==> src/rtl/frame_serializer.sv <==
// Parallel-to-serial frame shifter: loads a DATA_W frame, then emits it as
// OUT_W-bit beats under a valid/ready handshake, with abort and finish pulse.
module frame_serializer #(
  parameter int DATA_W    = 640,
  parameter int OUT_W     = 1,
  parameter int MSB_FIRST = 1
) (
  input  logic                                 iCLK,
  input  logic                                 iRST_n,
  input  logic [DATA_W-1:0]                    iDATA,
  input  logic                                 iVALID,
  output logic                                 oREADY,
  output logic [OUT_W-1:0]                     oPIXEL,
  output logic                                 oPIXEL_VALID,
  input  logic                                 iOUT_READY,
  input  logic                                 iABORT,
  output logic                                 oBUSY,
  output logic                                 oFINISHED,
  output logic [$clog2(DATA_W/OUT_W+1)-1:0]    oBEAT_CNT
);

  localparam int BEATS = DATA_W / OUT_W;
  localparam int CNT_W = $clog2(BEATS + 1);

  // Beat handshake: a beat transfers on any rising edge where oPIXEL_VALID
  // and iOUT_READY are both high; oPIXEL is stable while iOUT_READY is low.
  typedef enum logic {IDLE = 1'b0, RUN = 1'b1} state_t;

  state_t              state_q, state_d;
  logic [DATA_W-1:0]   data_q, data_d;
  logic [CNT_W-1:0]    cnt_q, cnt_d;
  logic                finished_q, finished_d;

  logic [DATA_W-1:0]   shifted;
  logic [OUT_W-1:0]    pixel_slice;
  logic                handshake;
  logic                last_beat;

  // The emitting end always sits at a fixed slice, so oPIXEL is a flop output.
  generate
    if (DATA_W == OUT_W) begin : g_single
      assign shifted = '0;
    end else if (MSB_FIRST != 0) begin : g_msb_shift
      assign shifted = {data_q[DATA_W-OUT_W-1:0], {OUT_W{1'b0}}};
    end else begin : g_lsb_shift
      assign shifted = {{OUT_W{1'b0}}, data_q[DATA_W-1:OUT_W]};
    end

    if (MSB_FIRST != 0) begin : g_msb_pix
      assign pixel_slice = data_q[DATA_W-1 -: OUT_W];
    end else begin : g_lsb_pix
      assign pixel_slice = data_q[OUT_W-1:0];
    end
  endgenerate

  assign handshake = (state_q == RUN) && iOUT_READY;
  assign last_beat = (cnt_q == CNT_W'(BEATS - 1));

  always_ff @(posedge iCLK or negedge iRST_n) begin
    if (!iRST_n) begin
      state_q    <= IDLE;
      data_q     <= '0;
      cnt_q      <= '0;
      finished_q <= 1'b0;
    end else begin
      state_q    <= state_d;
      data_q     <= data_d;
      cnt_q      <= cnt_d;
      finished_q <= finished_d;
    end
  end

  always_comb begin
    state_d    = state_q;
    data_d     = data_q;
    cnt_d      = cnt_q;
    finished_d = 1'b0;
    case (state_q)
      IDLE: begin
        // Abort has no meaning here, so a frame still loads alongside it.
        if (iVALID) begin
          data_d  = iDATA;
          cnt_d   = '0;
          state_d = RUN;
        end
      end
      RUN: begin
        // Abort wins over a final handshake so no finish pulse is produced.
        if (iABORT) begin
          state_d = IDLE;
          data_d  = '0;
          cnt_d   = '0;
        end else if (handshake) begin
          data_d = shifted;
          if (last_beat) begin
            state_d    = IDLE;
            cnt_d      = '0;
            finished_d = 1'b1;
          end else begin
            cnt_d = cnt_q + CNT_W'(1);
          end
        end
      end
      default: begin
        state_d = IDLE;
        data_d  = '0;
        cnt_d   = '0;
      end
    endcase
  end

  always_comb begin
    oREADY       = 1'b0;
    oBUSY        = 1'b0;
    oPIXEL_VALID = 1'b0;
    oPIXEL       = pixel_slice;
    oFINISHED    = finished_q;
    oBEAT_CNT    = cnt_q;
    if (state_q == RUN) begin
      oBUSY        = 1'b1;
      oPIXEL_VALID = 1'b1;
    end else begin
      oREADY = 1'b1;
    end
  end

endmodule

==> config.mk <==
export PLATFORM = sky130hd
export DESIGN_NAME = frame_serializer
export DESIGN_NICKNAME = d
export VERILOG_FILES = /design/src/rtl/frame_serializer.sv
export SDC_FILE = /design/constraint.sdc
export NUM_CORES = 1
export LEC_CHECK = 0
export ABC_AREA = 1
export ABC_CLOCK_PERIOD_IN_PS = 1780
export BUFFER_PORTS_ARGS = -buffer_cell sky130_fd_sc_hd__buf_2
export CAP_MARGIN = 20
export CORE_MARGIN = 2
export CORE_UTILIZATION = 45
export CTS_CLUSTER_DIAMETER = 30
export DETAILED_ROUTE_END_ITERATION = 10
export GPL_ROUTABILITY_DRIVEN = 0
export GPL_TIMING_DRIVEN = 1
export MAX_ROUTING_LAYER = met4
export PLACE_DENSITY = 0.7
export SYNTH_ARGS = -nofsm -noshare
export SYNTH_HDL_FRONTEND = slang
export SYNTH_SLANG_ARGS = --single-unit
==> constraint.sdc <==
create_clock -name iCLK -period 1.78 [get_ports iCLK]
set_input_delay 0.178 -clock iCLK [delete_from_list [all_inputs] [get_ports iCLK]]
set_output_delay 0.178 -clock iCLK [all_outputs]
set_load 0.03 [all_outputs]
==> run metrics, run 1 <==
GRT Util Overall 0.345; H-tree levels 4; Yosys cell types 23; Yosys warnings 0; largest cells by area after synthesis dfrtp_1, o21ai_0, nand2_1, inv_1, clkbuf_1; Synth top area share 0.517; Syn Area/Cell 7.55 um2; synthesized area 31500 um2; Rows 97; first-pass GRT wire length 187000 um; #FFs+latches synth 652; vias in the first global route 36.7k; CTS Buf Count 140; stop err [ERROR GRT-0116] Global routing finished with congestion. Check the congestion regions in the DRC Viewer.; largest net degree at the start of global routing 114; Die X 269 um; port buffer count 659; placed cell count 5632; Syn Inst Count 4180; Max Root-Sink Buffers 3; Seq/Total Area, Yosys 0.517; Ports 660; largest area contributor in the netlist dfrtp_1; die height 269 um; Syn Nets 4826; Clock Tree Root clkbuf_16; HPWL Detailed 63000 um; Initial Utilization 0.453; clock sinks 652; DP Area 36300 um2; grt ovf 10; status did not finish; last step reached global routing (5_1_grt)
==> per-layer routing <==
metal  GRT overflow  track usage
met3              0        0.126
met2              9        0.529
met1              0        0.370
met4              1        0.243
met5              -            -
==> Yosys cell counts, drive strengths merged <==
library cell	n
xnor2	2
dfrtp	652
buf	127
clkbuf	158
o21ai	1221
a31oi	33
a21oi	2
inv	620
ha	1
o21bai	2
nor3	3
or2	1
clkinv	1
nor2	45
nand4	1
nand2	1300
nand3	11
==> cell families after synthesis <==
| group | count (synthesis) | share of synthesized area |
|---|---|---|
| xor gates and xnor gates | 2 | 0.000555 |
| AOI/OAI and AO/OA | 1258 | 0.201 |
| and+or+nand+nor | 1361 | 0.163 |
| DFF | 652 | 0.517 |
| buffers and inverters | 906 | 0.118 |
| adders and majority gates | 1 | 0.000397 |
==> repair_timing <==
item,in CTS
gates cloned,2
buffers inserted,3
endpoints found under the hold margin,1294
setup endpoints to repair,1
gates resized for setup,3
pin swaps,0
hold buffers,644
==> through the flow <==
stage	utilization	worst slack (ns)
floorplan	-	0.0570
detailed placement	0.521	0.117
global placement	0.521	0.147
CTS	0.685	0.0138
==> run 2: changes to the inputs <==
--- a/config.mk
+++ b/config.mk
@@ -10,13 +10,11 @@
 export BUFFER_PORTS_ARGS = -buffer_cell sky130_fd_sc_hd__buf_2
 export CAP_MARGIN = 20
 export CORE_MARGIN = 2
-export CORE_UTILIZATION = 45
-export CTS_CLUSTER_DIAMETER = 30
+export CORE_UTILIZATION = 30
 export DETAILED_ROUTE_END_ITERATION = 10
 export GPL_ROUTABILITY_DRIVEN = 0
 export GPL_TIMING_DRIVEN = 1
-export MAX_ROUTING_LAYER = met4
-export PLACE_DENSITY = 0.7
+export PLACE_DENSITY_LB_ADDON = 0.15
 export SYNTH_ARGS = -nofsm -noshare
 export SYNTH_HDL_FRONTEND = slang
 export SYNTH_SLANG_ARGS = --single-unit
==> run 2 against run 1 <==
Against the previous run:
- the flow now finishes, with violations (setup timing)
- synthesized cell count unchanged
- area after synthesis is the same
==> run metrics, run 2 <==
nets@finish 6096; Syn Area/Cell 7.55 um2; final worst-path cycle share 1.00; failing checks setup timing; Pwr Density 1100 nW/um2; Final Hold Viols 0; Core ar. 104000 um2; Clock Tree Root clkbuf_16; Final Setup Violations 1; critical path launch point type register; Synth top area share 0.517; met2 Use GR 0.313; R2R cell count 8; Ports 660; Die X 328 um; count leader, synth nand2_1; CTS Buf Count 79; Layout Area Growth over Synthesis 47.6%; port buffer count 659; multi-input logic area 11500 um2; drt total wl 108000 um; Iteration-0 DRC Markers 1923; clock sinks 652; worst-path fanout max 33; Critical path origin state_q$_DFF_PN0_; die height 328 um; Leak 22.5 nW; vias in the first global route 31.4k; Worst IR Drop VDD 718 uV; HPWL Detailed 71000 um; GRT met3 Usage 0.0318; overall power 51.4 mW; Hold Path Class primary input to register; crit path DAT 2.28 ns; Clk pin slew, worst setup/hold paths 0.06 ns; clock tree from TritonCTS yes; reg2reg end data_q[470]$_DFFE_PN0P_; Slew Limit Fails 0; H-tree levels 3; Fin Clk Skew 0.0221 ns; antenna-violating nets left 0; DP Area 37100 um2; number of synthesized flops with an enable pin 0; average wire per standard cell 15.6 um; CP endpoint data_q[470]$_DFFE_PN0P_; largest cells by area after synthesis dfrtp_1, o21ai_0, nand2_1, inv_1, clkbuf_1; initial antenna violation count 6; vias per cell 4.54; RSZ-0062 raised after global routing yes; largest area contributor in the netlist dfrtp_1; first-pass GRT wire length 168000 um; Yosys warnings 0; GRT Util Overall 0.194; Die Area 108000 um2; DRC 0; largest register by flop count data_q; kind of critical path register to register; Reg area 16300 um2; Detailed Routing Iterations Pass 1 6; Post-synth ARST share 1.00; actual slew at the worst max-slew pin 0.474 ns; Setup crit end kind register; Finished Cell Area 46600 um2; layout cells sized above 1 0.173; Syn Inst Count 4180; grt ovf 0; #FFs+latches synth 652; commonest non-fill, non-tap cell in the layout nand2_1; Critical Path RT 2.28 ns; GRT met1 Usage 0.256; predominant post-synthesis flop cell dfrtp_1; commonest cells after routing, fill and taps aside nand2_1, o21ai_0, buf_2; Post-synth top cells nand2_1, o21ai_0, dfrtp_1; R2R Setup Slk -0.0007 ns; min Tclk post-route 1.78 ns; Most Used Layer, Global Route met2; Clock Latency Late Sink 0.63 ns; Max Root-Sink Buffers 3; fillers 10.4k; max-cap viol count 0; synthesized area 31500 um2; max reg flops 640; R2R Path Start state_q$_DFF_PN0_; Seq/Total Area, Yosys 0.517; Initial Utilization 0.304; largest net degree at the start of global routing 83; Yosys cell types 23; worst relative slew slack 0.684; Via Count 31.3k; Max Clock Freq 562 MHz; Rows 118; final setup TNS -0.000742 ns; status finished with violations; Syn Nets 4826; final worst slack -0.000742 ns
## run 2: cell counts after synthesis
Identical to the previous run, type by type.
## run 2: timing repair
action	in CTS	in global routing
setup buffers	4	1
endpoints found under the hold margin	1040	0
resized for setup	11	55
endpoints found under the setup margin	3	145
hold buffers	643	0
cloned	1	8
## run 2: cell type report
cell class,instances,area share
sequential,652,0.350
clock buffer,119,0.0507
antenna,6,0.000322
inverter,621,0.0504
clock inverter,17,0.00398
timing repair buffer,1474,0.260
multi-input combinational,2622,0.248
tap,1380,0.0371
## run 2: cells by family (layout without fill, tap and decap cells)
logic type	count (synthesis)	in the layout	share of synthesized area
XOR/XNOR	2	2	0.000555
flip-flops	652	652	0.517
buffers and inverters	906	2231	0.118
AO/OA/AOI/OAI	1258	1258	0.201
adder cells (fa/ha/maj)	1	1	0.000397
other	0	6	0
AND/OR/NAND/NOR	1361	1361	0.163
## run 2: critical path, stage by stage (launching register included)
cell and delay, ns:
dfrtp_2 0.40, buf_4 0.16, or2_1 0.23, nand2_2 0.13, inv_8 0.09, buf_12 0.17
clkbuf_16 0.23, nand2_1 0.09, o21ai_0 0.09
## run 2: per-layer routing
| metal | wire length [um] | up-vias | part of all wire |
|---|---|---|---|
| li1 | - | 15600 | - |
| met1 | 48500 | 14600 | 0.45 |
| met2 | 49500 | 872 | 0.46 |
| met3 | 5300 | 222 | 0.049 |
| met4 | 4390 | 4 | 0.041 |
| met5 | 27 | - | 0.00025 |
## run 2: power by group
group	internal, mW	total [mW]	leakage, nW	switching, mW
Sequential	19.0	20.1	8.32	1.11
Clock	9.56	16.0	1.26	6.48
Combinational	6.05	15.2	12.9	9.16
Total	34.6	51.4	22.5	16.8
## run 2: worst min path at each step
stage	from	to	slack [ns]	cells after the start
after global placement	iRST_n	data_q[587]$_DFFE_PN0P_	0.10	1
final	iDATA[192]	data_q[192]$_DFFE_PN0P_	0.02	5
after detailed placement	iRST_n	data_q[588]$_DFFE_PN0P_	0.10	1
after CTS	iRST_n	data_q[272]$_DFFE_PN0P_	0.01	2
after floorplan	iRST_n	data_q[0]$_DFFE_PN0P_	-0.12	0
after global routing	iRST_n	data_q[282]$_DFFE_PN0P_	0.05	2
## run 2: stage by stage
stage	hold WS, ns	setup WS, ns	utilization	instances
after floorplan	-0.118	0.0570	-	4180
after global placement	0.105	0.0487	0.357	6092
after detailed placement	0.104	0.0274	0.357	6092
after CTS	0.0100	0.0210	0.444	6876
after global routing	0.0514	-0.0545	0.448	6888
final	0.0176	-0.000742	0.448	6891
No activity file was read; power rests on OpenSTA's default activity.
